**src/rtl/pim_metadata_loader_pkg.sv**
```systemverilog
// Shared definitions for the PIM metadata loader: FSM states, table geometry
// shared with pim_sparsity_aware and the firmware build, and the index-width helper.
package pim_meta_pkg;

  typedef enum logic [2:0] {
    ST_IDLE  = 3'd0,
    ST_REQ   = 3'd1,
    ST_WAIT  = 3'd2,
    ST_WRITE = 3'd3,
    ST_DONE  = 3'd4,
    ST_ERROR = 3'd5
  } meta_state_e;

  localparam int          META_NUM_WORDS = 128;
  localparam logic [31:0] META_BASE_ADDR = 32'h0004_0000;

  function automatic int metaIdxWidth(input int numWords);
    return (numWords > 1) ? $clog2(numWords) : 1;
  endfunction

endpackage

```
**src/rtl/pim_metadata_loader_if.sv**
```systemverilog
// Memory read port and metadata-table write port seen by the loader.
// master = loader side, slave = memory/table side.
interface pim_metadata_loader_if
  import pim_meta_pkg::*;
#(
  parameter int ADDR_WIDTH = 32,
  parameter int WORD_WIDTH = 32,
  parameter int NUM_WORDS  = META_NUM_WORDS
);
  localparam int IDX_W = metaIdxWidth(NUM_WORDS);

  logic                  mem_req_valid;
  logic                  mem_req_ready;
  logic [ADDR_WIDTH-1:0] mem_req_addr;
  logic                  mem_rsp_valid;
  logic [WORD_WIDTH-1:0] mem_rsp_data;
  logic                  meta_wr_en;
  logic [IDX_W-1:0]      meta_wr_idx;
  logic [WORD_WIDTH-1:0] meta_wr_data;

  modport master (
    output mem_req_valid, mem_req_addr, meta_wr_en, meta_wr_idx, meta_wr_data,
    input  mem_req_ready, mem_rsp_valid, mem_rsp_data
  );

  modport slave (
    input  mem_req_valid, mem_req_addr, meta_wr_en, meta_wr_idx, meta_wr_data,
    output mem_req_ready, mem_rsp_valid, mem_rsp_data
  );

endinterface

```
**src/rtl/pim_metadata_loader_timeout.sv**
```systemverilog
// Response-timeout counter: cleared when a request is accepted, counts idle
// WAIT cycles, and flags the last permitted cycle before the loader gives up.
module pim_meta_timeout #(
  parameter int TIMEOUT_CYC = 1024
) (
  input  logic clk,
  input  logic rst,
  input  logic clear_i,
  input  logic count_i,
  output logic expired_o
);
  localparam int CNT_W = (TIMEOUT_CYC > 1) ? $clog2(TIMEOUT_CYC) : 1;

  logic [CNT_W-1:0] count_q, count_d;

  always_comb begin
    count_d = count_q;
    if (clear_i) begin
      count_d = '0;
    end else if (count_i) begin
      count_d = count_q + 1'b1;
    end
  end

  always_ff @(posedge clk or posedge rst) begin
    if (rst) begin
      count_q <= '0;
    end else begin
      count_q <= count_d;
    end
  end

  assign expired_o = (count_q == CNT_W'(TIMEOUT_CYC - 1));

endmodule

```
**src/rtl/pim_metadata_loader.sv**
```systemverilog
// Copies the sparsity metadata image from memory into the PIM metadata table,
// holding PIM compute meanwhile. Define PIM_META_CSUM_EN to add an XOR checksum read.
module pim_metadata_loader
  import pim_meta_pkg::*;
#(
  parameter int                    ADDR_WIDTH  = 32,
  parameter int                    WORD_WIDTH  = 32,
  parameter int                    NUM_WORDS   = META_NUM_WORDS,
  parameter logic [ADDR_WIDTH-1:0] BASE_ADDR   = META_BASE_ADDR,
  parameter int                    TIMEOUT_CYC = 1024
) (
  input  logic                         clk,
  input  logic                         rst,
  input  logic                         start_i,
  output logic                         busy_o,
  output logic                         done_o,
  output logic                         err_o,
  output logic                         pim_hold_o,
  pim_metadata_loader_if.master        metaBus
);
  localparam int               IDX_W    = metaIdxWidth(NUM_WORDS);
  localparam logic [IDX_W-1:0] LAST_IDX = IDX_W'(NUM_WORDS - 1);

  meta_state_e           state_q;
  logic [IDX_W-1:0]      idx_q, idx_d;
  logic                  busy_q, done_q, err_q;
  logic                  reqValid_q, wrEn_q;
  logic [ADDR_WIDTH-1:0] reqAddr_q;
  logic [WORD_WIDTH-1:0] wrData_q;
  logic                  toClear, toCount, toExpired;

`ifdef PIM_META_CSUM_EN
  localparam logic [ADDR_WIDTH-1:0] CSUM_ADDR = BASE_ADDR + ADDR_WIDTH'(4 * NUM_WORDS);
  logic [WORD_WIDTH-1:0] acc_q;
  logic                  csumPhase_q;
`endif

  assign idx_d = idx_q + 1'b1;

  assign toClear = (state_q == ST_REQ) && metaBus.mem_req_ready;
  assign toCount = (state_q == ST_WAIT) && !metaBus.mem_rsp_valid;

  pim_meta_timeout #(
    .TIMEOUT_CYC (TIMEOUT_CYC)
  ) u_timeout (
    .clk       (clk),
    .rst       (rst),
    .clear_i   (toClear),
    .count_i   (toCount),
    .expired_o (toExpired)
  );

  // Outputs are set on entry to the state that owns them, so each one is a plain flop.
  always_ff @(posedge clk or posedge rst) begin
    if (rst) begin
      state_q    <= ST_IDLE;
      idx_q      <= '0;
      busy_q     <= 1'b0;
      done_q     <= 1'b0;
      err_q      <= 1'b0;
      reqValid_q <= 1'b0;
      reqAddr_q  <= '0;
      wrEn_q     <= 1'b0;
      wrData_q   <= '0;
`ifdef PIM_META_CSUM_EN
      acc_q       <= '0;
      csumPhase_q <= 1'b0;
`endif
    end else begin
      done_q <= 1'b0;
      wrEn_q <= 1'b0;
      case (state_q)
        ST_IDLE: begin
          if (start_i) begin
            state_q    <= ST_REQ;
            idx_q      <= '0;
            err_q      <= 1'b0;
            busy_q     <= 1'b1;
            reqValid_q <= 1'b1;
            reqAddr_q  <= BASE_ADDR;
`ifdef PIM_META_CSUM_EN
            acc_q       <= '0;
            csumPhase_q <= 1'b0;
`endif
          end
        end
        ST_REQ: begin
          if (metaBus.mem_req_ready) begin
            state_q    <= ST_WAIT;
            reqValid_q <= 1'b0;
          end
        end
        // A response arriving on the timeout's last cycle still wins.
        ST_WAIT: begin
          if (metaBus.mem_rsp_valid) begin
`ifdef PIM_META_CSUM_EN
            if (csumPhase_q) begin
              busy_q <= 1'b0;
              if (metaBus.mem_rsp_data == acc_q) begin
                state_q <= ST_DONE;
                done_q  <= 1'b1;
              end else begin
                state_q <= ST_ERROR;
                err_q   <= 1'b1;
              end
            end else begin
              acc_q    <= acc_q ^ metaBus.mem_rsp_data;
              wrData_q <= metaBus.mem_rsp_data;
              wrEn_q   <= 1'b1;
              state_q  <= ST_WRITE;
            end
`else
            wrData_q <= metaBus.mem_rsp_data;
            wrEn_q   <= 1'b1;
            state_q  <= ST_WRITE;
`endif
          end else if (toExpired) begin
            state_q <= ST_ERROR;
            err_q   <= 1'b1;
            busy_q  <= 1'b0;
          end
        end
        ST_WRITE: begin
          if (idx_q == LAST_IDX) begin
`ifdef PIM_META_CSUM_EN
            csumPhase_q <= 1'b1;
            state_q     <= ST_REQ;
            reqValid_q  <= 1'b1;
            reqAddr_q   <= CSUM_ADDR;
`else
            state_q <= ST_DONE;
            done_q  <= 1'b1;
            busy_q  <= 1'b0;
`endif
          end else begin
            idx_q      <= idx_d;
            state_q    <= ST_REQ;
            reqValid_q <= 1'b1;
            reqAddr_q  <= BASE_ADDR + (ADDR_WIDTH'(idx_d) << 2);
          end
        end
        ST_DONE:  state_q <= ST_IDLE;
        ST_ERROR: state_q <= ST_IDLE;
        default:  state_q <= ST_IDLE;
      endcase
    end
  end

  assign busy_o     = busy_q;
  assign pim_hold_o = busy_q;
  assign done_o     = done_q;
  assign err_o      = err_q;

  assign metaBus.mem_req_valid = reqValid_q;
  assign metaBus.mem_req_addr  = reqAddr_q;
  assign metaBus.meta_wr_en    = wrEn_q;
  assign metaBus.meta_wr_idx   = idx_q;
  assign metaBus.meta_wr_data  = wrData_q;

endmodule
```
**src/flat_wrapper.sv**
```systemverilog
// flat-port wrapper written by rule: the top's interface ports become plain ports
module pim_metadata_loader_flat import pim_meta_pkg::*;
#(
  parameter int                    ADDR_WIDTH  = 32,
  parameter int                    WORD_WIDTH  = 32,
  parameter int                    NUM_WORDS   = META_NUM_WORDS,
  parameter logic [ADDR_WIDTH-1:0] BASE_ADDR   = META_BASE_ADDR,
  parameter int                    TIMEOUT_CYC = 1024
)
  (clk, rst, start_i, busy_o, done_o, err_o, pim_hold_o, metaBus_mem_req_valid, metaBus_mem_req_addr, metaBus_meta_wr_en, metaBus_meta_wr_idx, metaBus_meta_wr_data, metaBus_mem_req_ready, metaBus_mem_rsp_valid, metaBus_mem_rsp_data);
  pim_metadata_loader_if #(.ADDR_WIDTH(ADDR_WIDTH), .WORD_WIDTH(WORD_WIDTH), .NUM_WORDS(NUM_WORDS)) metaBus_i ();
  input  logic clk;
  input  logic rst;
  input  logic start_i;
  output logic busy_o;
  output logic done_o;
  output logic err_o;
  output logic pim_hold_o;
  output wire logic [$bits(metaBus_i.mem_req_valid)-1:0] metaBus_mem_req_valid;
  output wire logic [$bits(metaBus_i.mem_req_addr)-1:0] metaBus_mem_req_addr;
  output wire logic [$bits(metaBus_i.meta_wr_en)-1:0] metaBus_meta_wr_en;
  output wire logic [$bits(metaBus_i.meta_wr_idx)-1:0] metaBus_meta_wr_idx;
  output wire logic [$bits(metaBus_i.meta_wr_data)-1:0] metaBus_meta_wr_data;
  input wire logic [$bits(metaBus_i.mem_req_ready)-1:0] metaBus_mem_req_ready;
  input wire logic [$bits(metaBus_i.mem_rsp_valid)-1:0] metaBus_mem_rsp_valid;
  input wire logic [$bits(metaBus_i.mem_rsp_data)-1:0] metaBus_mem_rsp_data;
  assign metaBus_mem_req_valid = metaBus_i.mem_req_valid;
  assign metaBus_mem_req_addr = metaBus_i.mem_req_addr;
  assign metaBus_meta_wr_en = metaBus_i.meta_wr_en;
  assign metaBus_meta_wr_idx = metaBus_i.meta_wr_idx;
  assign metaBus_meta_wr_data = metaBus_i.meta_wr_data;
  assign metaBus_i.mem_req_ready = metaBus_mem_req_ready;
  assign metaBus_i.mem_rsp_valid = metaBus_mem_rsp_valid;
  assign metaBus_i.mem_rsp_data = metaBus_mem_rsp_data;
  pim_metadata_loader #(.ADDR_WIDTH(ADDR_WIDTH), .WORD_WIDTH(WORD_WIDTH), .NUM_WORDS(NUM_WORDS), .BASE_ADDR(BASE_ADDR), .TIMEOUT_CYC(TIMEOUT_CYC)) u_core (.clk(clk), .rst(rst), .start_i(start_i), .busy_o(busy_o), .done_o(done_o), .err_o(err_o), .pim_hold_o(pim_hold_o), .metaBus(metaBus_i));
endmodule
```
**config.mk**
```make
export PLATFORM = sky130hd
export DESIGN_NAME = pim_metadata_loader_flat
export DESIGN_NICKNAME = d
export VERILOG_FILES = /design/src/rtl/pim_metadata_loader_pkg.sv /design/src/rtl/pim_metadata_loader_if.sv /design/src/rtl/pim_metadata_loader_timeout.sv /design/src/rtl/pim_metadata_loader.sv /design/src/flat_wrapper.sv
export SDC_FILE = /design/constraint.sdc
export NUM_CORES = 1
export LEC_CHECK = 0
export ABC_AREA = 1
export CAP_MARGIN = 10
export CORE_MARGIN = 2
export CORE_UTILIZATION = 30
export CTS_BUF_LIST = sky130_fd_sc_hd__clkbuf_8
export DETAILED_ROUTE_END_ITERATION = 10
export DONT_BUFFER_PORTS = 1
export SYNTH_ARGS = -nofsm -noshare
export SYNTH_HDL_FRONTEND = slang
export SYNTH_SLANG_ARGS = --single-unit
export TNS_END_PERCENT = 10
```
**constraint.sdc**
```tcl
create_clock -name clk -period 1.9 [get_ports clk]
set_clock_uncertainty 0.15 [all_clocks]
set_input_delay 0.38 -clock clk [delete_from_list [all_inputs] [get_ports clk]]
set_output_delay 0.38 -clock clk [all_outputs]
set_load 0.1 [all_outputs]
```
==> flow_metrics.py <==
metrics = {
    "setup_path": {
        "arrival_ps": 1880,
        "worstRegToRegCells": 8,
        "r2r-start": "u_core.metaBus.meta_wr_idx[1]",
        "cp.required_ps": 1980,
        "start_kind": "flop",
        "path_class": "reg -> reg",
        "worst_setup_path_end_kind": "flop",
        "regToRegSetupSlack_ps": 100,
        "cp_max_fo": 4,
        "timing.critical_path.from": "u_core.metaBus.meta_wr_idx[1]",
    },
    "global_routing": {
        "grt_overflow": 0,
        "grt_pass1_vias": 2274,
        "grtUsageTotal": 0.1302,
        "grt_max_degree": 44,
        "antenna_found_initial": 0,
        "grt_pass1_wl_um": 10480,
    },
    "yosys": {
        "synth-simple-area-share": 0.3103,
        "ys_seq_area_frac": 0.4979,
        "synth_compound_area_frac": 0.04506,
        "yosysTopAreaCell": "dfrtp_1",
        "syn_area_um2": 2915,
        "synth.area.top_cells": "dfrtp_1 50%, nand2_1 19%, buf_4 8.8%, nand3_1 2.6%, inv_1 2.3%",
        "synth-main-ff-cell": "dfrtp_1",
        "synth_xor_area_frac": 0.006009,
        "synthDominantCellAreaShare": 0.4979,
        "syn_avg_cell_area_um2": 8.259,
        "synth-async-reset-ratio": 1.000,
        "yosys.area_share.adder": 0.008584,
        "muxShareOfSynthArea": 0,
        "yosysMostFrequentCell": "nand2_1",
        "synth_top_family_by_area": "simple AND/OR/NAND/NOR gates",
        "netlist_instances": 353,
        "yosys_warnings": 0,
        "synthDistinctLibCells": 31,
        "synth_common_cells": "145 x nand2_1, 58 x dfrtp_1, 34 x buf_4, 18 x inv_1",
        "synth_edf_count": 0,
        "ys_ff_latch": 58,
    },
    "finish": {
        "ff_latch_area_um2": 1466,
        "fillers": 914,
        "final_layout_size_suffix_gt1_frac": 0.2322,
        "antenna_cells": 0,
        "area_growth_pct": 33.00,
        "multi_input_comb_area_um2": 1176,
        "final_nets": 469,
        "final_cells": 564,
    },
    "placed_design": {
        "hpwl_um": 4416,
        "place_congestion": 0.8188,
        "portBuffers": 0,
        "dp_cells": 516,
    },
    "detailed_routing": {
        "wl_per_cell_um": 11.57,
        "wl_um": 6527,
        "antenna_left": 0,
        "drcViolationCount": 0,
        "dr.pass1.iters": 4,
        "vias": 2378,
        "drtIter0Drc": 116,
        "viasPerCell": 4.216,
    },
    "floorplanning": {
        "die_area_um2": 10520,
        "row_count": 35,
        "die_w_um": 102.6,
        "initial_core_util": 0.3125,
        "core_um2": 9328,
        "die_y_um": 102.6,
        "io_pins": 114,
    },
    "status": {
        "status": "completed",
    },
    "hold_path": {
        "min_from": "metaBus_mem_rsp_data[29]",
        "hold_path.class": "in -> reg",
        "min_path_cells": 2,
    },
    "timing": {
        "setup_violations": 0,
        "fmax_ghz": 0.5566,
        "tightest_slew_ps": 572.6,
        "period_share": 0.9456,
        "slew_headroom": 0.6182,
        "period_minus_slack_ps": 1797,
        "finalHoldViolCount": 0,
        "rsz0062_at_grt": "no",
        "slew_viol_final": 0,
    },
    "clocking": {
        "clkSinkCount": 58,
        "clk_latency_ps": 330,
        "h-tree-depth": 3,
        "cts_root_buf": "clkbuf_8",
        "cts_tree": "yes",
        "clk_pin_slew_worst_paths_ps": 70,
        "cts_buffer_depth": 2,
        "cts_made_buffers": 9,
    },
    "job": {
        "maxCapViolCount": 0,
    },
}
## stage by stage
step	hold slack [ps]	setup TNS, ps	setup slack [ps]	util	area, um^2
detailed placement	114.5	0	115.1	0.3560	3321
global route	14.00	0	13.18	0.4157	3877
CTS	1.822	0	80.22	0.4149	3870
global placement	108.8	0	125.7	0.3560	3321
floorplan	319.8	-32.38	-32.38	-	3018
finish	21.48	0	103.4	0.4157	3877
## flip-flops by register name, summed over array words and instances, names as in the netlist
| register | flops |
|---|---|
| u_core.metaBus.mem_req_addr | 2 |
| u_core.metaBus.meta_wr_data | 32 |
| u_core.state_q | 3 |
| u_core.err_o | 1 |
| u_core.done_o | 1 |
| u_core.u_timeout.count_q | 10 |
| u_core.metaBus.meta_wr_en | 1 |
| u_core.metaBus.mem_req_valid | 1 |
| u_core.metaBus.meta_wr_idx | 6 |
| u_core.busy_o | 1 |
## worst max-delay path, cell delays in order, from the launching register on
cell	delay, ps
dfrtp_4	400
buf_4	480
nand3_1	180
nor2_1	190
nand2_1	80
nand2_1	60
nor2_1	40
nand2_1	60
nand2_1	40
## per-layer routing
| metal | part of all wire | track usage |
|---|---|---|
| met5 | 0 | 0 |
| met4 | 0.011 | 0.04205 |
| met3 | 0.068 | 0.05085 |
| met2 | 0.49 | 0.2187 |
| met1 | 0.43 | 0.1533 |
## cell usage in the layout (no fill, tap or decap), types with 2 or more instances in the layout
master / count
bufinv_16: 2
nand2_2: 8
inv_4: 2
inv_1: 18
dfrtp_1: 50
a21oi_1: 10
dlygate4sd3_1: 32
nand3_1: 15
nor2_1: 15
o21ai_0: 5
buf_12: 4
inv_2: 3
dfrtp_2: 6
or2_1: 2
o21ai_2: 4
nand2_1: 145
nand2_4: 2
nand4_1: 5
dfrtp_4: 2
nor2_2: 2
clkbuf_8: 11
xor2_1: 2
buf_4: 46
nand3_2: 2
ha_1: 2
nor3_1: 2
nand3b_1: 3
conb_1: 24
## area by class of cell
type	instances	area share
Sequential cell	58	0.3782
Multi-Input combinational cell	255	0.3033
Timing Repair Buffer	82	0.1923
Tap cell	129	0.04163
Clock buffer	11	0.03904
Inverter	24	0.02549
Clock inverter	5	0.02001
## worst paths after layout
kind                                                         to
worst min register to register      u_core.u_timeout.count_q[8]
max in group asynchronous       u_core.metaBus.meta_wr_data[30]
min in group asynchronous       u_core.metaBus.meta_wr_data[16]
worst max-delay path              u_core.metaBus.meta_wr_idx[5]
worst max register to register    u_core.metaBus.meta_wr_idx[5]
worst min-delay path            u_core.metaBus.meta_wr_data[29]
## what timing repair did
action,in CTS,in global routing
setup endpoints to repair,0,3
hold endpoints to repair,46,0
hold buffers,32,0
resized for setup,0,1
buffers inserted,0,0
## kinds of logic (layout without fill, tap and decap cells)
kind of cell               count (synthesis)  after routing
and+or+nand+nor                          205            205
buffers and inverters                     63            122
DFF                                       58             58
AOI/OAI and AO/OA                         22             22
adders and majority gates                  2              2
xor gates and xnor gates                   2              2
other                                      1             24
Power is not shown: default switching activity piles up to over one toggle a cycle in this logic, so the estimate is an artifact.
